**src/rtl/prog_counter_gen2.sv**
```systemverilog
// Parametrised programmable up/down counter with prescaler, four terminal-count
// modes, a registered terminal-count pulse and a compare-match flag.
module prog_counter_gen2 #(
    parameter int unsigned WIDTH      = 8,
    parameter int unsigned PRESCALE_W = 4
) (
    input  logic                  clk,
    input  logic                  rst_n,
    input  logic                  load,
    input  logic [WIDTH-1:0]      load_val,
    input  logic                  enable,
    input  logic                  dir,
    input  logic [1:0]            mode,
    input  logic [WIDTH-1:0]      reload_val,
    input  logic [PRESCALE_W-1:0] prescale,
    input  logic [WIDTH-1:0]      cmp_val,
    output logic [WIDTH-1:0]      count,
    output logic                  tc,
    output logic                  cmp_match,
    output logic                  done
);

    localparam logic [1:0] MODE_WRAP     = 2'b00;
    localparam logic [1:0] MODE_SATURATE = 2'b01;
    localparam logic [1:0] MODE_ONE_SHOT = 2'b10;
    localparam logic [1:0] MODE_RELOAD   = 2'b11;

    logic [WIDTH-1:0]      count_q, count_d;
    logic [PRESCALE_W-1:0] pre_cnt_q, pre_cnt_d;
    logic                  tc_q, tc_d;
    logic                  done_q, done_d;
    logic [WIDTH-1:0]      term_val;
    logic                  at_term;
    logic                  tick;

    assign term_val = dir ? '0 : '1;
    assign at_term  = (count_q == term_val);

    always_comb begin
        count_d   = count_q;
        pre_cnt_d = pre_cnt_q;
        tc_d      = 1'b0;
        done_d    = done_q;
        tick      = 1'b0;
        if (load) begin
            count_d   = load_val;
            pre_cnt_d = '0;
            done_d    = 1'b0;
        end else if (enable && !done_q) begin
            // >= so that lowering prescale below pre_cnt fires on the next cycle
            if (pre_cnt_q >= prescale) begin
                tick      = 1'b1;
                pre_cnt_d = '0;
            end else begin
                pre_cnt_d = pre_cnt_q + 1'b1;
            end
            if (tick) begin
                if (at_term) begin
                    tc_d = 1'b1;
                    unique case (mode)
                        MODE_WRAP:     count_d = dir ? '1 : '0;
                        MODE_SATURATE: count_d = count_q;
                        MODE_ONE_SHOT: done_d  = 1'b1;
                        MODE_RELOAD:   count_d = reload_val;
                        default:       count_d = count_q;
                    endcase
                end else begin
                    count_d = dir ? count_q - 1'b1 : count_q + 1'b1;
                end
            end
        end
    end

    always_ff @(posedge clk or negedge rst_n) begin
        if (!rst_n) begin
            count_q   <= '0;
            pre_cnt_q <= '0;
            tc_q      <= 1'b0;
            done_q    <= 1'b0;
        end else begin
            count_q   <= count_d;
            pre_cnt_q <= pre_cnt_d;
            tc_q      <= tc_d;
            done_q    <= done_d;
        end
    end

    assign count     = count_q;
    assign tc        = tc_q;
    assign done      = done_q;
    assign cmp_match = (count_q == cmp_val);

endmodule
```
**config.mk**
```make
export PLATFORM = sky130hd
export DESIGN_NAME = prog_counter_gen2
export DESIGN_NICKNAME = d
export VERILOG_FILES = /design/src/rtl/prog_counter_gen2.sv
export SDC_FILE = /design/constraint.sdc
export NUM_CORES = 1
export LEC_CHECK = 0
export ABC_AREA = 0
export CORE_UTILIZATION = 40
export CTS_BUF_LIST = sky130_fd_sc_hd__clkbuf_4
export DETAILED_ROUTE_END_ITERATION = 16
export DONT_BUFFER_PORTS = 1
export PLACE_DENSITY = 0.59
export SETUP_SLACK_MARGIN = 0.4
export SYNTH_ARGS = -nofsm -noshare
export SYNTH_HDL_FRONTEND = slang
export SYNTH_SLANG_ARGS = --single-unit
export TNS_END_PERCENT = 10
```
**constraint.sdc**
```tcl
create_clock -name clk -period 4 [get_ports clk]
set_clock_uncertainty 0.05 [all_clocks]
set_input_delay 0.8 -clock clk [delete_from_list [all_inputs] [get_ports clk]]
set_output_delay 0.8 -clock clk [all_outputs]
set_load 0.02 [all_outputs]
```
# --- Word-level counts from Yosys, hierarchy flattened ---
# Index checks and enable logic that the tools add are counted.
totals:
  register_bits: 14
  input_bits: 35
  elab_cells: 45
classes:
  n_addsub: 3
  order_cmp: 1
  n_eq_ne: 5
  muxes: 23
  n_reduce_logical: 9
ops:
  columns: ["cell", "n"]
  rows:
  - ["two-way mux 8 bit", 7]
  - ["equality test 8 bit", 2]
  - ["one-hot mux 8 bit (2 select lines)", 1]
  - ["two-way mux 1 bit", 12]
  - ["two-way mux 4 bit", 3]
  - ["adder 8 x 1 -> 8 bit, second input constant", 1]
  - ["nonzero test 2 bit", 4]
  - ["subtractor 8 x 1 -> 8 bit, second input constant", 1]
  - ["adder 4 x 1 -> 4 bit, second input constant", 1]
  - ["equality test 2 bit, second input constant", 2]
  - ["greater-or-equal comparator 4 bit", 1]
  - ["inequality test 4 x 2 -> 1 bit, second input constant", 1]
  - ["AND reduction 4 bit", 1]
  - ["AND reduction 3 bit", 1]
  - ["zero test 2 bit", 1]
  - ["logical AND 1 bit", 1]
  - ["zero test 1 bit", 1]

# --- Depth between registers and ports, before layout ---
# Gate-level depths: netlist of run 1.
depth:
  ltp_word: 7
  ltp_mapped: 8

# --- Worst setup path before layout of run 1 ---
# OpenSTA, ideal clock, no wires.
synth_timing:
  kind: "input-to-reg"
  start: "in prescale[0]"
  end: "reg count_q[1], in the netlist count[1]"
  setup_time_ns: 0.125
  arrival_time_ns: 2.233
  setup_slack_ns: 1.593
  stages: 5
  n_path_buf: 0
  path_cell_list: "ha_1 -> nand2b_1 -> a2111o_1 -> a41oi_4 -> mux2_2"
synth_via:
  elab_chain_len: 6
synth_lines:
  columns: ["item", "line_no", "source"]
  rows:
  - ["from (decl)", "15", "input logic [PRESCALE_W-1:0] prescale,"]
  - ["greater-or-equal comparator 4 bit", "51", "if (pre_cnt_q >= prescale) begin"]
  - ["two-way mux 1 bit", "51", null]
  - ["two-way mux 1 bit", "49", "end else if (enable && !done_q) begin"]
  - ["two-way mux 1 bit", "45", "if (load) begin"]
  - ["nonzero test 2 bit (no line)", null, null]
  - ["AND reduction 3 bit (no line)", null, null]
  - ["to (signal assigned)", "81", "count_q <= count_d;"]
  - ["to (decl)", "28", "logic [WIDTH-1:0] count_q, count_d;"]
# No other way between the ends. The select of a mux whose other input is x is not followed.
# A chain may end at the register's enable or synchronous reset.

# --- Worst setup path in the final report of run 1 ---
layout_timing:
  start: "reg count_q[4], in the netlist count[4]"
  end: "reg count_q[5], in the netlist count[5]"
layout_via:
  elab_chain_len: 6
  elab_cells_between_ends: 10
layout_lines:
  columns: ["item", "line_no", "source"]
  rows:
  - ["adder 8 x 1 -> 8 bit or subtractor 8 x 1 -> 8 bit (tied branches)", "68", "count_d = dir ? count_q - 1'b1 : count_q + 1'b1;"]
  - ["two-way mux 8 bit", "68", null]
  - ["two-way mux 8 bit", "58", "if (at_term) begin"]
  - ["two-way mux 8 bit", "57", "if (tick) begin"]
  - ["two-way mux 8 bit", "49", null]
  - ["two-way mux 8 bit", "45", null]
# Parallel ways exist; a longest one is shown, timed or not. The select of a mux whose other input is x is not followed.

==> results of run 1 <==
[final timing paths]
check	from	to	slack, ns	cells after the start
max	count[4]$_DFFE_PN0P_	count[5]$_DFFE_PN0P_	1.55	6
min	rst_n	count[1]$_DFFE_PN0P_	0.14	0
max reg2reg	count[4]$_DFFE_PN0P_	count[5]$_DFFE_PN0P_	1.55	6
min reg2reg	pre_cnt_q[1]$_DFFE_PN0P_	pre_cnt_q[1]$_DFFE_PN0P_	0.52	2
max in group asynchronous	rst_n	count[3]$_DFFE_PN0P_	3.69	0
min in group clk	load	pre_cnt_q[1]$_DFFE_PN0P_	0.51	1
[final cells by class]
class,instances,area share
Tap cell,46,0.0401
Clock buffer,3,0.0157
Inverter,6,0.0157
Sequential cell,14,0.244
Multi-Input combinational cell,127,0.682
Clock inverter,1,0.00261
[metrics by stage]
stage / cells / setup slack (ns) / util / power, mW / hold WS (ns)
finish: 197 / 1.55 / 0.430 / 0.571 / 0.136
global route: 197 / 1.36 / 0.430 / 0.609 / 0.130
CTS: 197 / 1.53 / 0.430 / 0.570 / 0.136
detailed placement: 193 / 1.30 / 0.423 / 0.479 / 0.455
global placement: 193 / 1.32 / 0.423 / 0.472 / 0.455
floorplan: 153 / 1.59 / - / 0.434 / 0.454
[synthesized netlist by cell type (2+ instances only)]
library cell and count:
a21oi_1 10, o31ai_1 4, dfrtp_1 14, buf_2 2, o21ai_0 2, nand4_1 2
xor2_1 3, and2_1 2, nand3_1 3, o41ai_1 2, a21boi_1 2, a31oi_1 5
o311a_1 2, xnor2_1 9, ha_1 11, nor2b_1 5, nor4_1 4, a311oi_1 4
nand2b_1 2, mux2i_1 3, nand4b_1 2, a211o_1 2, a21o_1 2, nor2_1 8
mux2_1 2, inv_1 6, a211oi_1 3, nand2_1 14
[state kept, by name (all words and copies together), names as in the netlist]
name and flops:
count 8, done 1, pre_cnt_q 4, tc 1
[report_power, final]
group	internal [mW]	switching [mW]	leakage, nW	total [mW]
Clock	0.0363	0.0550	0.0154	0.0913
Combinational	0.120	0.127	0.412	0.247
Sequential	0.164	0.0689	0.178	0.233
[cells by family after synthesis]
family                     share of synthesized area
buffers and inverters                         0.0449
xor gates and xnor gates                      0.0755
and+or+nand+nor                                0.194
AOI/OAI and AO/OA                              0.275
muxes                                         0.0458
adders and majority gates                      0.113
DFF                                            0.252
[routing by layer]
metal	up-vias	part of all wire
li1	582	-
met1	569	0.48
met2	49	0.43
met3	6	0.079
met4	0	0.0094
met5	-	0
==> impl_metrics.toml, run 1 <==
[critical_path]
crit_buf_inv = 0
max_stage_delay_ns = 0.51
crit_arrival_ns = 2.58
cp_max_fo = 16
crit_slowest_cell = "dfrtp_1"
critical_path.top_delay_family = "compound AO/OA/AOI/OAI gates"
cp-start-kind = "register"
cp-end-kind = "register"
path_cells = "ha_1, and4_4, o211ai_2, a311oi_1, o41ai_1, mux2_1"
critPathKind = "reg2reg"
worstPathRequired_ns = 4.13

[detailed_routing]
drtIter0Drc = 69
drt-total-wl_um = 3410
vias = 1206
via_per_inst = 6.12
dr.pass1.iters = 4
wl_per_cell_um = 17.3
antenna_left = 0
drc = 0

[grt]
busiest_layer = "met1"
gr-usage-met2 = 0.279
grt_pass1_vias = 1087
grtUsageMet1 = 0.295
grt_overflow = 0
grt_max_degree = 23
grt.met3_usage = 0.0256
antenna_found_initial = 0
track_usage = 0.193
grt_pass1_wl_um = 5250

[run_status]
status = "finished clean"

[clock_tree]
post_cts_buffers = 0
clock_path_buffers = 2
htree_levels = 1
postCtsResizedCells = 0
cts_buffers = 3
cts_sinks = 14
postCtsHoldBufs = 0
insertion_delay_ns = 0.29
path_clk_slew_ns = 0.10
root_buffer = "clkbuf_4"
cts_tree = "done"

[synthesis]
ys_types = 51
synth_top_area_frac = 0.252
ys_seq_elements = 14
yosys-top-cells-area = "dfrtp_1, ha_1, xnor2_1"
synth_top_flop_cell = "dfrtp_1"
syn_nets = 200
netlist_area_mm2 = 0.00139
syn_area_per_cell_um2 = 9.10
yosys_warnings = 0
synth_edf_count = 0
ys_seq_area_frac = 0.252
async_flop_share = 1.00
netlist_instances = 153
synth_area_leader_cell = "dfrtp_1"

[final_layout]
area_growth_pct = 3.14
regArea_um2 = 350
diodes = 0
fin_nets = 199
fill_cells = 344
design_area_mm2 = 0.00144
layout_common_cells = "nand2_1, dfrtp_1, ha_1"
drive_above_1_share = 0.0861
multi_input_area_um2 = 980

[timing]
tightest_slew_ns = 0.754
finalSetupViolations = 0
fmax_mhz = 408
period_share = 0.613
maxSlewViolCount = 0
rsz0062_at_grt = "no"
tns_ns = 0
hold_violations = 0
relSlewSlack = 0.496
min_period_ns = 2.45

[hold_path]
hold_class = "in2async"

[pwr]
ir_worst_vdd_uv = 162
p_leak_nw = 0.605
powerDensity_mw_per_mm2 = 397

[floorplan]
start_util = 0.417
dieArea_mm2 = 0.00372
die_x_um = 61.0
core_mm2 = 0.00334
ios = 46
die_h_um = 61.0
rows = 21

[placed_design]
gp_congestion = 0.809
dpl.hpwl_um = 2570
dpl_cell_area_mm2 = 0.00141
io_buffers = 0

[job]
max-cap-violations = 0
(Power assumes the default switching activity.)
==> run 2: changes to the inputs <==
--- a/config.mk
+++ b/config.mk
@@ -5,7 +5,7 @@
 export SDC_FILE = /design/constraint.sdc
 export NUM_CORES = 1
 export LEC_CHECK = 0
-export ABC_AREA = 0
+export ABC_AREA = 1
 export CORE_UTILIZATION = 40
 export CTS_BUF_LIST = sky130_fd_sc_hd__clkbuf_4
 export DETAILED_ROUTE_END_ITERATION = 16
==> constraint.sdc (replaced) <==
create_clock -name clk -period 2.3 [get_ports clk]
set_clock_uncertainty 0.05 [all_clocks]
set_input_delay 0.46 -clock clk [delete_from_list [all_inputs] [get_ports clk]]
set_output_delay 0.46 -clock clk [all_outputs]
set_load 0.02 [all_outputs]
==> run 2 against run 1 <==
Combinational power increased to 4.0 times the previous value. Synthesized cell count increased by 58%. Register-to-register slack got worse by 1.1 ns. Critical path depth decreased by 1. Critical path type is now reg2out. Synthesized area increased by 12%. Sequential share of layout area decreased by 3.8 points.
==> impl_metrics.toml, run 2 <==
[timing]
fmax_mhz = 511
min_period_ns = 1.96
maxSlewViolCount = 0
tns_ns = 0
finalSetupViolations = 0
period_share = 0.851
hold_violations = 0
tightest_slew_ns = 0.656
relSlewSlack = 0.561
worst_hold_slack_ns = 0.180
rsz0062_at_grt = "yes"

[synthesis]
synth_adder_area_share = 0.101
synth_top_family_by_area = "simple AND/OR/NAND/NOR gates"
synth_area_leader_cell = "dfrtp_1"
muxShareOfSynthArea = 0
ys_seq_area_frac = 0.224
ys_seq_elements = 14
syn_nets = 288
synth_most_common_cell = "nand2_1"
netlist_instances = 241
synth_edf_count = 0
synthSimpleGateAreaFrac = 0.489
synth_top_flop_cell = "dfrtp_1"
synth_top_area_frac = 0.224
async_flop_share = 1.00
yosys-top-cells-area = "dfrtp_1, nand2_1, nand3_1"
synth_common_cells = "nand2_1, nand3_1, inv_1"
syn_area_per_cell_um2 = 6.49
netlist_area_mm2 = 0.00156
synth_compound_area_frac = 0.0432
synth-xor-area-share = 0.0504
ys_types = 29
yosys_warnings = 0

[critical_path]
r2r-end = "count[4]$_DFFE_PN0P_"
critPathKind = "reg2out"
crit_slowest_cell = "dfrtp_2"
critical_path.top_delay_family = "flip-flops"
worstPathRequired_ns = 1.79
cp-start-kind = "register"
r2r_setup_slack_ns = 0.40
cp_max_fo = 3
crit_arrival_ns = 1.45
reg2regPathDepth = 9
startpoint = "count[1]$_DFFE_PN0P_"
cp-end-kind = "primary output"
path_cells = "buf_6, nor2_2, o22ai_2, nor4_2, buf_4"
crit_buf_inv = 2
timing.rr.start = "count[1]$_DFFE_PN0P_"
max_stage_delay_ns = 0.48

[detailed_routing]
via_per_inst = 5.05
wl_per_cell_um = 13.2
dr.pass1.iters = 4
drc = 0
vias = 1496
drtIter0Drc = 74
drt-total-wl_um = 3900
antenna_left = 0

[final_layout]
diodes = 0
fin_util = 0.465
final_common_cell = "nand2_1"
design_area_mm2 = 0.00173
layout_common_cells = "nand2_1, nand3_1, inv_1"
largest_reg_flops = 8
area_growth_pct = 10.4
fin_nets = 297
drive_above_1_share = 0.173

[hold_path]
holdPathEnd = "done$_DFFE_PN0P_"
hold_start = "load"
hold-path-cell-count = 1
hold_class = "in2reg"

[clock_tree]
path_clk_slew_ns = 0.09
htree_levels = 1
cts_tree = "done"
root_buffer = "clkbuf_4"
cts_sinks = 14
clock_path_buffers = 2
cts_buffers = 3
insertion_delay_ns = 0.28

[floorplan]
start_util = 0.421
dieArea_mm2 = 0.00416
ios = 46
die_x_um = 64.5
die_h_um = 64.5
core_mm2 = 0.00372
rows = 22

[grt]
antenna_found_initial = 0
track_usage = 0.205
grt_overflow = 0
grt_pass1_wl_um = 6470
grt_pass1_vias = 1450
grt_max_degree = 18

[placed_design]
dpl.hpwl_um = 3110
dpl_cell_area_mm2 = 0.00164
io_buffers = 0
gp_congestion = 0.830

[pwr]
total_power_mw = 1.57
p_leak_nw = 0.944
ir_worst_vdd_uv = 367
powerDensity_mw_per_mm2 = 909

[run_status]
status = "finished clean"

[job]
max-cap-violations = 0
run 2: cell types whose count changed in the layout (fill, tap and decap cells not counted), sizes merged, moves of 4 or more:
cell / change
nand2: +79
buf: +8
nor2: +9
o31ai: -4
nand3b: +6
inv: +23
a31oi: -4
a311oi: -4
nand3: +28
nor2b: -5
run 2: logic make-up (layout without fill, tap and decap cells):
| family | count (synthesis) | count (layout) |
|---|---|---|
| and+or+nand+nor | 158 | 158 |
| buffers and inverters | 35 | 42 |
| AOI/OAI and AO/OA | 13 | 13 |
| adders and majority gates | 12 | 12 |
| xor gates and xnor gates | 9 | 9 |
| DFF | 14 | 14 |
run 2: what timing repair did:
item | in CTS | in global routing
hold endpoints to repair | 14 | 0
setup buffers | 2 | 0
endpoints found under the setup margin | 9 | 11
gates resized for setup | 9 | 2
pin swaps | 0 | 1
hold buffers | 1 | 0
run 2: layout make-up:
type / count / area, um^2
flip-flops and latches: 14 / 355
multi-input cells: 192 / 1100
well taps: 48 / 60.1
inverters: 30 / 114
fillers: 418 / 1990
clock buffers: 3 / 22.5
repair buffers: 9 / 73.8
run 2: worst max-delay path by stage:
stage               slack (ns)              endpoint  depth (start not counted)
global route              0.29             cmp_match                          5
CTS                       0.33             cmp_match                          5
finish                    0.34             cmp_match                          5
global placement          0.39  count[7]$_DFFE_PN0P_                         10
floorplan                 0.52  count[6]$_DFFE_PN0P_                         11
detailed placement        0.34  count[7]$_DFFE_PN0P_                         10
run 2: per-layer routing:
metal,up-vias,part of all wire,track usage
li1,784,-,-
met1,662,0.48,0.268
met2,48,0.47,0.354
met3,2,0.054,0.0423
met4,0,0.0038,0.0250
met5,-,0,0
run 2: through the flow:
stage	instances	worst slack, ns
final	296	0.344
after global routing	296	0.287
after CTS	296	0.332
after detailed placement	290	0.345
after global placement	290	0.394
after floorplan	241	0.517
run 2: where the power goes:
part	switching, mW	total, mW	leakage (nW)	internal [mW]
Sequential	0.128	0.449	0.174	0.321
Clock	0.0832	0.144	0.0138	0.0607
Combinational	0.576	0.976	0.756	0.401
==> run 3: changes to the inputs <==
==> constraint.sdc (replaced) <==
create_clock -name clk -period 2.3 [get_ports clk]
set_clock_uncertainty 0.05 [all_clocks]
set_input_delay 0.23 -clock clk [delete_from_list [all_inputs] [get_ports clk]]
set_output_delay 0.23 -clock clk [all_outputs]
set_load 0.02 [all_outputs]
==> run 3 against run 2 <==
Via count fell by 0.33%. Worst hold slack lost 0.11 ns. Final cell count fell by 0.68%. Setup slack improved by 0.18 ns. Critical endpoint is now count[3]$_DFFE_PN0P_. Highest routed layer unchanged.
==> impl_metrics.toml, run 3 (synthesis gave the netlist of run 2 again) <==
[run_status]
status = "finished clean"

[floorplan]
die_h_um = 64.5
start_util = 0.421
ios = 46
dieArea_mm2 = 0.00416
rows = 22
die_x_um = 64.5
core_mm2 = 0.00372

[final_layout]
largest_reg_flops = 8
fin_nets = 295
final_common_cell = "nand2_1"
fin_util = 0.465
drive_above_1_share = 0.163
diodes = 0
layout_common_cells = "nand2_1, nand3_1, inv_1"
area_growth_pct = 10.4

[detailed_routing]
wl_per_cell_um = 12.5
drt-total-wl_um = 3680
drc = 0
drtIter0Drc = 60
vias = 1491
via_per_inst = 5.07
dr.pass1.iters = 4
antenna_left = 0

[critical_path]
crit_arrival_ns = 1.90
cp-start-kind = "register"
critPathKind = "reg2reg"
r2r-end = "count[3]$_DFFE_PN0P_"
max_stage_delay_ns = 0.50
path_cells = "ha_4, nand2_2, nor2_2, nand2_2, inv_4, nand2_4, nand2_1, nand3_1, nand3_1, nand2_1"
worstPathRequired_ns = 2.42
reg2regPathDepth = 10
cp_max_fo = 9
cp-end-kind = "register"
crit_slowest_cell = "dfrtp_2"
r2r_setup_slack_ns = 0.52
critical_path.top_delay_family = "simple AND/OR/NAND/NOR gates"
crit_buf_inv = 1
timing.rr.start = "count[4]$_DFFE_PN0P_"

[job]
max-cap-violations = 0

[timing]
maxSlewViolCount = 0
tns_ns = 0
worst_hold_slack_ns = 0.0660
tightest_slew_ns = 0.648
fmax_mhz = 562
relSlewSlack = 0.567
min_period_ns = 1.78
period_share = 0.773
finalSetupViolations = 0
rsz0062_at_grt = "yes"
hold_violations = 0

[clock_tree]
root_buffer = "clkbuf_4"
path_clk_slew_ns = 0.08
cts_tree = "done"
cts_buffers = 3
htree_levels = 1
insertion_delay_ns = 0.27
cts_sinks = 14
clock_path_buffers = 2
post_cts_buffers = 0

[hold_path]
hold_start = "mode[0]"
holdPathEnd = "done$_DFFE_PN0P_"
hold_class = "in2reg"
hold-path-cell-count = 3

[pwr]
p_comb_frac = 0.610
total_power_mw = 1.54
switchingPower_mw = 0.761
p_leak_nw = 0.924
p_int_mw = 0.775
ir_worst_vdd_uv = 308
pwr-share-seq = 0.302
clockPowerShare = 0.088
p_sw_frac = 0.495
powerDensity_mw_per_mm2 = 890

[grt]
track_usage = 0.187
antenna_found_initial = 0
grt_max_degree = 18
grt_pass1_wl_um = 5960
grt_overflow = 0
grt_pass1_vias = 1347

[placed_design]
io_buffers = 0
gp_congestion = 0.840
dpl.hpwl_um = 3080
==> run 3: cell types whose count changed in the layout (fill, tap and decap cells not counted), sizes merged <==
cell	previous run	this run
inv	29	30
clkinv	1	0
buf	8	5
dlygate4sd3	1	2
==> run 3: stage by stage <==
step	cells	setup slack, ns	cell area [um^2]
3_5_place_dp	289	0.343	1630
6_report	294	0.521	1730
4_1_cts	294	0.419	1680
5_1_grt	294	0.395	1730
3_3_place_gp	289	0.375	1630
2_1_floorplan	241	0.517	1560
==> run 3: worst max path at each step <==
stage | slack, ns | start | cells past startpoint | end
global placement | 0.38 | count[5]$_DFFE_PN0P_ | 10 | count[7]$_DFFE_PN0P_
floorplan | 0.52 | count[5]$_DFFE_PN0P_ | 11 | count[6]$_DFFE_PN0P_
CTS | 0.42 | count[4]$_DFFE_PN0P_ | 10 | count[3]$_DFFE_PN0P_
detailed placement | 0.34 | count[4]$_DFFE_PN0P_ | 10 | count[5]$_DFFE_PN0P_
finish | 0.52 | count[4]$_DFFE_PN0P_ | 10 | count[3]$_DFFE_PN0P_
global route | 0.39 | count[4]$_DFFE_PN0P_ | 10 | count[3]$_DFFE_PN0P_
==> run 3: layout make-up <==
| cell class | count | area, um^2 |
|---|---|---|
| Fill cell | 412 | 1990 |
| Clock buffer | 3 | 22.5 |
| Sequential cell | 14 | 355 |
| Inverter | 30 | 115 |
| Multi-Input combinational cell | 192 | 1120 |
| Timing Repair Buffer | 7 | 57.6 |
| Tap cell | 48 | 60.1 |
==> run 3: power groups by stage <==
stage / logic [mW] / registers (mW) / clock network [mW]
finish: 0.937 / 0.464 / 0.135
floorplan: 0.681 / 0.471 / 0
detailed placement: 0.894 / 0.458 / 0
global route: 1.07 / 0.478 / 0.156
global placement: 0.895 / 0.456 / 0
CTS: 0.912 / 0.459 / 0.142
==> run 3: tightest hold or removal path: stages <==
cell,delay (ns)
nor3_2,0.02
nand2_1,0.04
a21oi_1,0.06
==> run 3: repair_timing <==
| action | in CTS | in global routing |
|---|---|---|
| setup endpoints to repair | 9 | 11 |
| endpoints found under the hold margin | 15 | 0 |
| resized for setup | 4 | 6 |
| pin swaps | 0 | 0 |
| hold buffers | 2 | 0 |
==> run 3: routing by layer <==
layer  vias to the layer above  global-route usage  wire length [um]
li1                        784                   -                 -
met1                       665               0.263              1780
met2                        40               0.295              1690
met3                         2              0.0440               198
met4                         0              0.0250                11
met5                         -                   0                 0
